===== src/rtl/stopwatch_ctrl.sv =====
// stopwatch_ctrl
// Control sequencer for the mm:ss stopwatch digit counter. It conditions the
// raw buttons and switches, derives the count / adjust / blink timebases and
// runs the RUN / PAUSED / ADJUST mode machine. The digit datapath only ever
// sees clean single-cycle commands.
//
// Ports
//   clk_c       in  1  single clock, rising edge
//   reset_c     in  1  synchronous active-high reset
//   btn_pause   in  1  raw pause button (asynchronous, bouncy)
//   btn_rst     in  1  raw clear button (asynchronous, bouncy)
//   ADJ         in  1  adjust-mode switch (asynchronous)
//   SEL         in  2  digit select: 00 sec_ones, 01 sec_tens, 10 min_ones, 11 min_tens
//   NUM         in  4  value to load into the selected digit
//   cnt_en      out 1  one-cycle pulse, counter advances one second
//   cnt_clr     out 1  one-cycle pulse, counter clears to 00:00
//   adj_we      out 1  one-cycle write strobe for the selected digit
//   adj_sel     out 2  digit index, qualified by adj_we
//   adj_val     out 4  clamped digit value, qualified by adj_we
//   blink_mask  out 4  bit i set blanks digit i this phase
//   mode        out 2  00 RUN, 01 PAUSED, 10 ADJUST
module stopwatch_ctrl #(
    parameter int TICK_DIV  = 100_000_000,
    parameter int ADJ_DIV   = 50_000_000,
    parameter int BLINK_DIV = 25_000_000,
    parameter int DB_CYC    = 1_000_000
) (
    input  logic       clk_c,
    input  logic       reset_c,
    input  logic       btn_pause,
    input  logic       btn_rst,
    input  logic       ADJ,
    input  logic [1:0] SEL,
    input  logic [3:0] NUM,
    output logic       cnt_en,
    output logic       cnt_clr,
    output logic       adj_we,
    output logic [1:0] adj_sel,
    output logic [3:0] adj_val,
    output logic [3:0] blink_mask,
    output logic [1:0] mode
);

    localparam int TW = $clog2(TICK_DIV + 1);
    localparam int AW = $clog2(ADJ_DIV + 1);
    localparam int BW = $clog2(BLINK_DIV + 1);
    localparam int DW = $clog2(DB_CYC + 1);

    localparam logic [TW-1:0] TICK_TC  = TW'(TICK_DIV - 1);
    localparam logic [AW-1:0] ADJ_TC   = AW'(ADJ_DIV - 1);
    localparam logic [BW-1:0] BLINK_TC = BW'(BLINK_DIV - 1);
    localparam logic [DW-1:0] DB_TC    = DW'(DB_CYC - 1);

    typedef enum logic [1:0] {
        ST_RUN    = 2'b00,
        ST_PAUSED = 2'b01,
        ST_ADJUST = 2'b10
    } state_t;

    // Tens digits only go to 5 (mm:ss), ones digits to 9.
    function automatic logic [3:0] clamp_digit(input logic [1:0] sel, input logic [3:0] num);
        logic [3:0] lim;
        lim = sel[0] ? 4'd5 : 4'd9;
        return (num > lim) ? lim : num;
    endfunction

    function automatic logic [3:0] one_hot(input logic [1:0] sel);
        return 4'b0001 << sel;
    endfunction

    // ---- stage p0/p1: two-flop synchronizer for every asynchronous input ----
    logic [8:0] sync_p0, sync_p1;

    always_ff @(posedge clk_c) begin
        if (reset_c) begin
            sync_p0 <= '0;
            sync_p1 <= '0;
        end else begin
            sync_p0 <= {btn_pause, btn_rst, ADJ, SEL, NUM};
            sync_p1 <= sync_p0;
        end
    end

    logic       adj_s;
    logic [1:0] sel_s;
    logic [3:0] num_s;
    logic [1:0] btn_s;   // [1] pause, [0] clear

    assign btn_s = sync_p1[8:7];
    assign adj_s = sync_p1[6];
    assign sel_s = sync_p1[5:4];
    assign num_s = sync_p1[3:0];

    // ---- stage p2: debounce; level flips after DB_CYC consecutive disagreeing cycles ----
    logic [1:0]    db_lvl, db_lvl_d;
    logic [DW-1:0] db_cnt [2];

    always_ff @(posedge clk_c) begin
        if (reset_c) begin
            db_lvl   <= '0;
            db_lvl_d <= '0;
            for (int i = 0; i < 2; i++) db_cnt[i] <= '0;
        end else begin
            db_lvl_d <= db_lvl;
            for (int i = 0; i < 2; i++) begin
                if (btn_s[i] == db_lvl[i]) begin
                    db_cnt[i] <= '0;
                end else if (db_cnt[i] == DB_TC) begin
                    db_lvl[i] <= btn_s[i];
                    db_cnt[i] <= '0;
                end else begin
                    db_cnt[i] <= db_cnt[i] + DW'(1);
                end
            end
        end
    end

    logic pause_evt, rst_evt;
    assign pause_evt = db_lvl[1] & ~db_lvl_d[1];
    assign rst_evt   = db_lvl[0] & ~db_lvl_d[0];

    // ---- timebases ----
    state_t        state, state_nxt;
    logic          resume_run, resume_nxt;
    logic [TW-1:0] tick_cnt;
    logic [AW-1:0] adj_cnt;
    logic [BW-1:0] blink_cnt;
    logic          blink_phase;
    logic          tick_tc, adj_tc;

    assign tick_tc = (tick_cnt == TICK_TC);
    assign adj_tc  = (adj_cnt == ADJ_TC);

    // The tick counter is held at zero outside RUN and on a clear, so the
    // first second after resume or clear is a full TICK_DIV cycles long.
    always_ff @(posedge clk_c) begin
        if (reset_c || state != ST_RUN || rst_evt) tick_cnt <= '0;
        else if (tick_tc)                          tick_cnt <= '0;
        else                                       tick_cnt <= tick_cnt + TW'(1);
    end

    always_ff @(posedge clk_c) begin
        if (reset_c || state != ST_ADJUST) adj_cnt <= '0;
        else if (adj_tc)                   adj_cnt <= '0;
        else                               adj_cnt <= adj_cnt + AW'(1);
    end

    always_ff @(posedge clk_c) begin
        if (reset_c) begin
            blink_cnt   <= '0;
            blink_phase <= 1'b0;
        end else if (blink_cnt == BLINK_TC) begin
            blink_cnt   <= '0;
            blink_phase <= ~blink_phase;
        end else begin
            blink_cnt   <= blink_cnt + BW'(1);
        end
    end

    // ---- mode FSM and output next-values ----
    logic       cnt_en_nxt, cnt_clr_nxt, adj_we_nxt;
    logic [1:0] adj_sel_nxt;
    logic [3:0] adj_val_nxt, blink_mask_nxt;

    always_comb begin
        state_nxt  = state;
        resume_nxt = resume_run;
        // ADJ wins over pause; a pause in the entry cycle flips the saved flag.
        unique case (state)
            ST_RUN: begin
                if (adj_s) begin
                    state_nxt  = ST_ADJUST;
                    resume_nxt = ~pause_evt;
                end else if (pause_evt) begin
                    state_nxt  = ST_PAUSED;
                end
            end
            ST_PAUSED: begin
                if (adj_s) begin
                    state_nxt  = ST_ADJUST;
                    resume_nxt = pause_evt;
                end else if (pause_evt) begin
                    state_nxt  = ST_RUN;
                end
            end
            ST_ADJUST: begin
                if (!adj_s)         state_nxt  = resume_run ? ST_RUN : ST_PAUSED;
                else if (pause_evt) resume_nxt = ~resume_run;
            end
            default: state_nxt = ST_RUN;
        endcase

        // A terminal count in a mode-exit cycle is dropped; a clear suppresses both strobes.
        cnt_en_nxt     = tick_tc && state == ST_RUN && state_nxt == ST_RUN && !rst_evt;
        adj_we_nxt     = adj_tc && state == ST_ADJUST && state_nxt == ST_ADJUST && !rst_evt;
        cnt_clr_nxt    = rst_evt;
        adj_sel_nxt    = sel_s;
        adj_val_nxt    = clamp_digit(sel_s, num_s);
        blink_mask_nxt = (state == ST_ADJUST && blink_phase) ? one_hot(sel_s) : 4'b0000;
    end

    // ---- output register stage ----
    always_ff @(posedge clk_c) begin
        if (reset_c) begin
            state      <= ST_RUN;
            resume_run <= 1'b0;
            cnt_en     <= 1'b0;
            cnt_clr    <= 1'b0;
            adj_we     <= 1'b0;
            adj_sel    <= 2'b00;
            adj_val    <= 4'b0000;
            blink_mask <= 4'b0000;
        end else begin
            state      <= state_nxt;
            resume_run <= resume_nxt;
            cnt_en     <= cnt_en_nxt;
            cnt_clr    <= cnt_clr_nxt;
            adj_we     <= adj_we_nxt;
            adj_sel    <= adj_sel_nxt;
            adj_val    <= adj_val_nxt;
            blink_mask <= blink_mask_nxt;
        end
    end

    assign mode = state;

endmodule


===== config.mk =====
export PLATFORM = sky130hd
export DESIGN_NAME = stopwatch_ctrl
export DESIGN_NICKNAME = d
export VERILOG_FILES = /design/src/rtl/stopwatch_ctrl.sv
export SDC_FILE = /design/constraint.sdc
export NUM_CORES = 1
export LEC_CHECK = 0
export BUFFER_PORTS_ARGS = -buffer_cell sky130_fd_sc_hd__clkbuf_2
export CAP_MARGIN = 20
export CORE_ASPECT_RATIO = 0.75
export CORE_UTILIZATION = 50
export DETAILED_ROUTE_END_ITERATION = 12
export GPL_ROUTABILITY_DRIVEN = 0
export PLACE_DENSITY = 0.69
export SLEW_MARGIN = 20
export SYNTH_ARGS = -nofsm -noshare
export SYNTH_HDL_FRONTEND = slang
export SYNTH_SLANG_ARGS = --single-unit
export TNS_END_PERCENT = 20

===== constraint.sdc =====
create_clock -name clk_c -period 2.3 [get_ports clk_c]
set_input_delay 0.23 -clock clk_c [delete_from_list [all_inputs] [get_ports clk_c]]
set_output_delay 0.23 -clock clk_c [all_outputs]
set_load 0.005 [all_outputs]

==> results.cfg <==
[finish]
nNetsFinal = 817
antenna_cells = 0
final_cells = 978
final_area_um2 = 7940
areaGrowthSynthToFinish_pct = 15.1
drive_above_1_share = 0.0929
fillCellCount = 1149

[sta]
finalCritPeriodShare = 0.888
fin_setup_tns_ns = 0
setup_violations = 0
slew_viol_final = 0
rsz0062_at_grt = no
fmax_mhz = 490
hold_viol_final = 0
maxSlewHeadroom = 0.584
timing.final.ws_setup_ns = 0.259
worst_pin_slew_ns = 0.618
period_minus_slack_ns = 2.04
finClkSkew_ns = 0.00902

[grt]
grt_busiest_layer = met2
grt.met1_usage = 0.246
globalRouteMet2Util = 0.289
grt_pass1_wl_um = 21400
grt-ovfl-total = 0
grt_antenna_before_repair = 0
grt_pass1_vias = 4762
grt_max_degree = 28
grt_usage = 0.188
met3_usage = 0.0612

[clocking]
clockBufferDepth = 2
cts_setup_buffers = 0
cts_tree = done
cts_resized = 0
cts_root_buf = clkbuf_16
cts_buffers = 17
cts.sinks = 157
clk_latency_ns = 0.42
htreeDepth = 4
holdBufCountCts = 0
clk_pin_slew_ns = 0.06

[routing]
dr.pass1.iters = 4
drc = 0
avgRoutedWirePerCell_um = 12.5
drtAntennaViolNets = 0
finalWirelength_um = 12300
drt_iter0_drc = 257
num_vias = 4956
avgViaCountPerCell = 5.07

[synth]
synth_top_area_share = 0.340
synthCells = 720
synth_ff_type = dfxtp_1
synth.most_common_cell = nor2_1
yosys-top-cells-area = dfxtp_1 34%, edfxtp_1 17%, xor2_1 9.3%, nor2_1 8.1%, xnor2_1 4.7%
synth_top_area_cell = dfxtp_1
synth.distinct_cells = 46
syn_area_um2 = 6900
synth-edff-count = 40
synthArstFlopShare = 0
yosys_register_bits = 157
ys_seq_area_frac = 0.514
synth.top_cells.by_count = 149 x nor2_1, 117 x dfxtp_1, 73 x xor2_1, 56 x nand3_1, 40 x edfxtp_1
ys.warnings.count = 0
postSynthAreaPerCell_um2 = 9.58

[min_path]
hold_class = in -> reg

[floorplan]
ios = 26
die_h_um = 104
initial_core_util = 0.521
coreArea_um2 = 13200
rows = 36
die_area_um2 = 14300
die_width_um = 138

[setup_path]
cp.required_ns = 2.46
critical_path_arrival_ns = 2.20
crit_path_end_kind = flip-flop
critPathKind = reg -> reg
crit_path_start_kind = flip-flop
crit_fanout = 19

[run_status]
status = finished clean

[run]
maxCapViolCount = 0

[placed_design]
dpl_cell_area_um2 = 7340
io_buffers = 25
place_ws_ns = 0.255
dp_cells = 946
dp_hpwl_um = 8720

[power_and_ir_drop]
total_power_w = 0.00590
p_per_area_nw_per_um2 = 744
p_leak_nw = 2.89
vdd_ir_drop_max_v = 0.000706
[where the power goes]
part	leakage [nW]	internal (W)	total, W	switching, W
clock	0.285	0.00165	0.00276	0.00111
combinational	1.24	0.0000777	0.000194	0.000116
sequential	1.36	0.00289	0.00295	0.0000585
total	2.89	0.00462	0.00590	0.00128
[worst max-delay path, stage by stage (launching register included)]
cell      delay (ns)
edfxtp_1        0.40
ha_1            0.20
nand3_1         0.17
nor2_1          0.25
and4_1          0.29
or2_2           0.36
nor2_1          0.10
[cells in the final DEF (no fill, tap or decap), types with 2 or more instances in the layout]
cell type and instances:
mux2i_1 3, ha_1 12, nand4_1 29, xor2_1 73, nor2_1 149, conb_1 40
and2_1 3, nor2b_1 24, nand3_1 56, o21ai_0 2, nor4b_1 5, and4_1 6
inv_1 17, or3_1 4, clkinvlp_4 3, xnor2_1 37, nor4_2 5, nand2_1 38
clkbuf_8 3, clkbuf_16 18, nor4_1 7, nand2b_1 4, clkbuf_2 25, edfxtp_1 40
dfxtp_1 117, clkinv_4 2, inv_6 3, or2_2 2, and3_1 19, buf_4 10
nor3b_1 2, nor3_1 24, a21oi_1 6, or4b_1 3
[cell type report]
type | instances | area (um2) | area share
clock buffer | 22 | 495 | 0.0624
clock inverter | 10 | 101 | 0.0128
tap | 171 | 214 | 0.0270
timing repair buffer | 35 | 200 | 0.0252
sequential | 157 | 3540 | 0.446
multi-input combinational | 566 | 3320 | 0.418
inverter | 17 | 63.8 | 0.00804
[final timing paths]
kind / from / endpoint / slack (ns) / cells after the start
worst max-delay path: db_cnt[0][0]$_SDFFCE_PN0P_ / db_cnt[0][14]$_SDFFCE_PN0P_ / 0.26 / 6
worst max register to register: db_cnt[0][0]$_SDFFCE_PN0P_ / db_cnt[0][14]$_SDFFCE_PN0P_ / 0.26 / 6
worst min-delay path: SEL[1] / sync_p0[5]$_SDFF_PP0_ / 0.02 / 2
worst min register to register: sync_p0[3]$_SDFF_PP0_ / sync_p1[3]$_SDFF_PP0_ / 0.44 / 1
[state kept, by name (all words and copies together) (netlist names), 2 cells and up]
name	count
db_cnt	40
tick_cnt	27
sync_p1	9
adj_cnt	26
sync_p0	9
db_lvl	2
adj_sel	2
mode	2
blink_mask	4
db_lvl_d	2
adj_val	4
blink_cnt	25
[kinds of logic after synthesis]
| group | Yosys count | share of synthesized area |
|---|---|---|
| compound gates | 17 | 0.0161 |
| simple gates | 384 | 0.278 |
| fa+ha+maj | 12 | 0.0218 |
| mux | 3 | 0.00435 |
| buf+inv | 36 | 0.0263 |
| flops | 157 | 0.514 |
| other cells | 1 | 0.000544 |
| xor+xnor | 110 | 0.140 |
[stage by stage]
stage,utilization,hold WS [ns]
floorplan,-,0.358
global placement,0.554,0.420
detailed placement,0.554,0.426
CTS,0.599,0.0122
global route,0.599,0.0105
finish,0.599,0.0236
[routing by layer]
| metal | up-vias | wire, um | part of all wire |
|---|---|---|---|
| met2 | 49 | 5610 | 0.46 |
| met4 | 0 | 146 | 0.012 |
| met1 | 2334 | 6140 | 0.50 |
| met5 | - | 0 | 0 |
| met3 | 17 | 363 | 0.030 |
| li1 | 2556 | - | - |
Power figures use the tool's default switching activity.
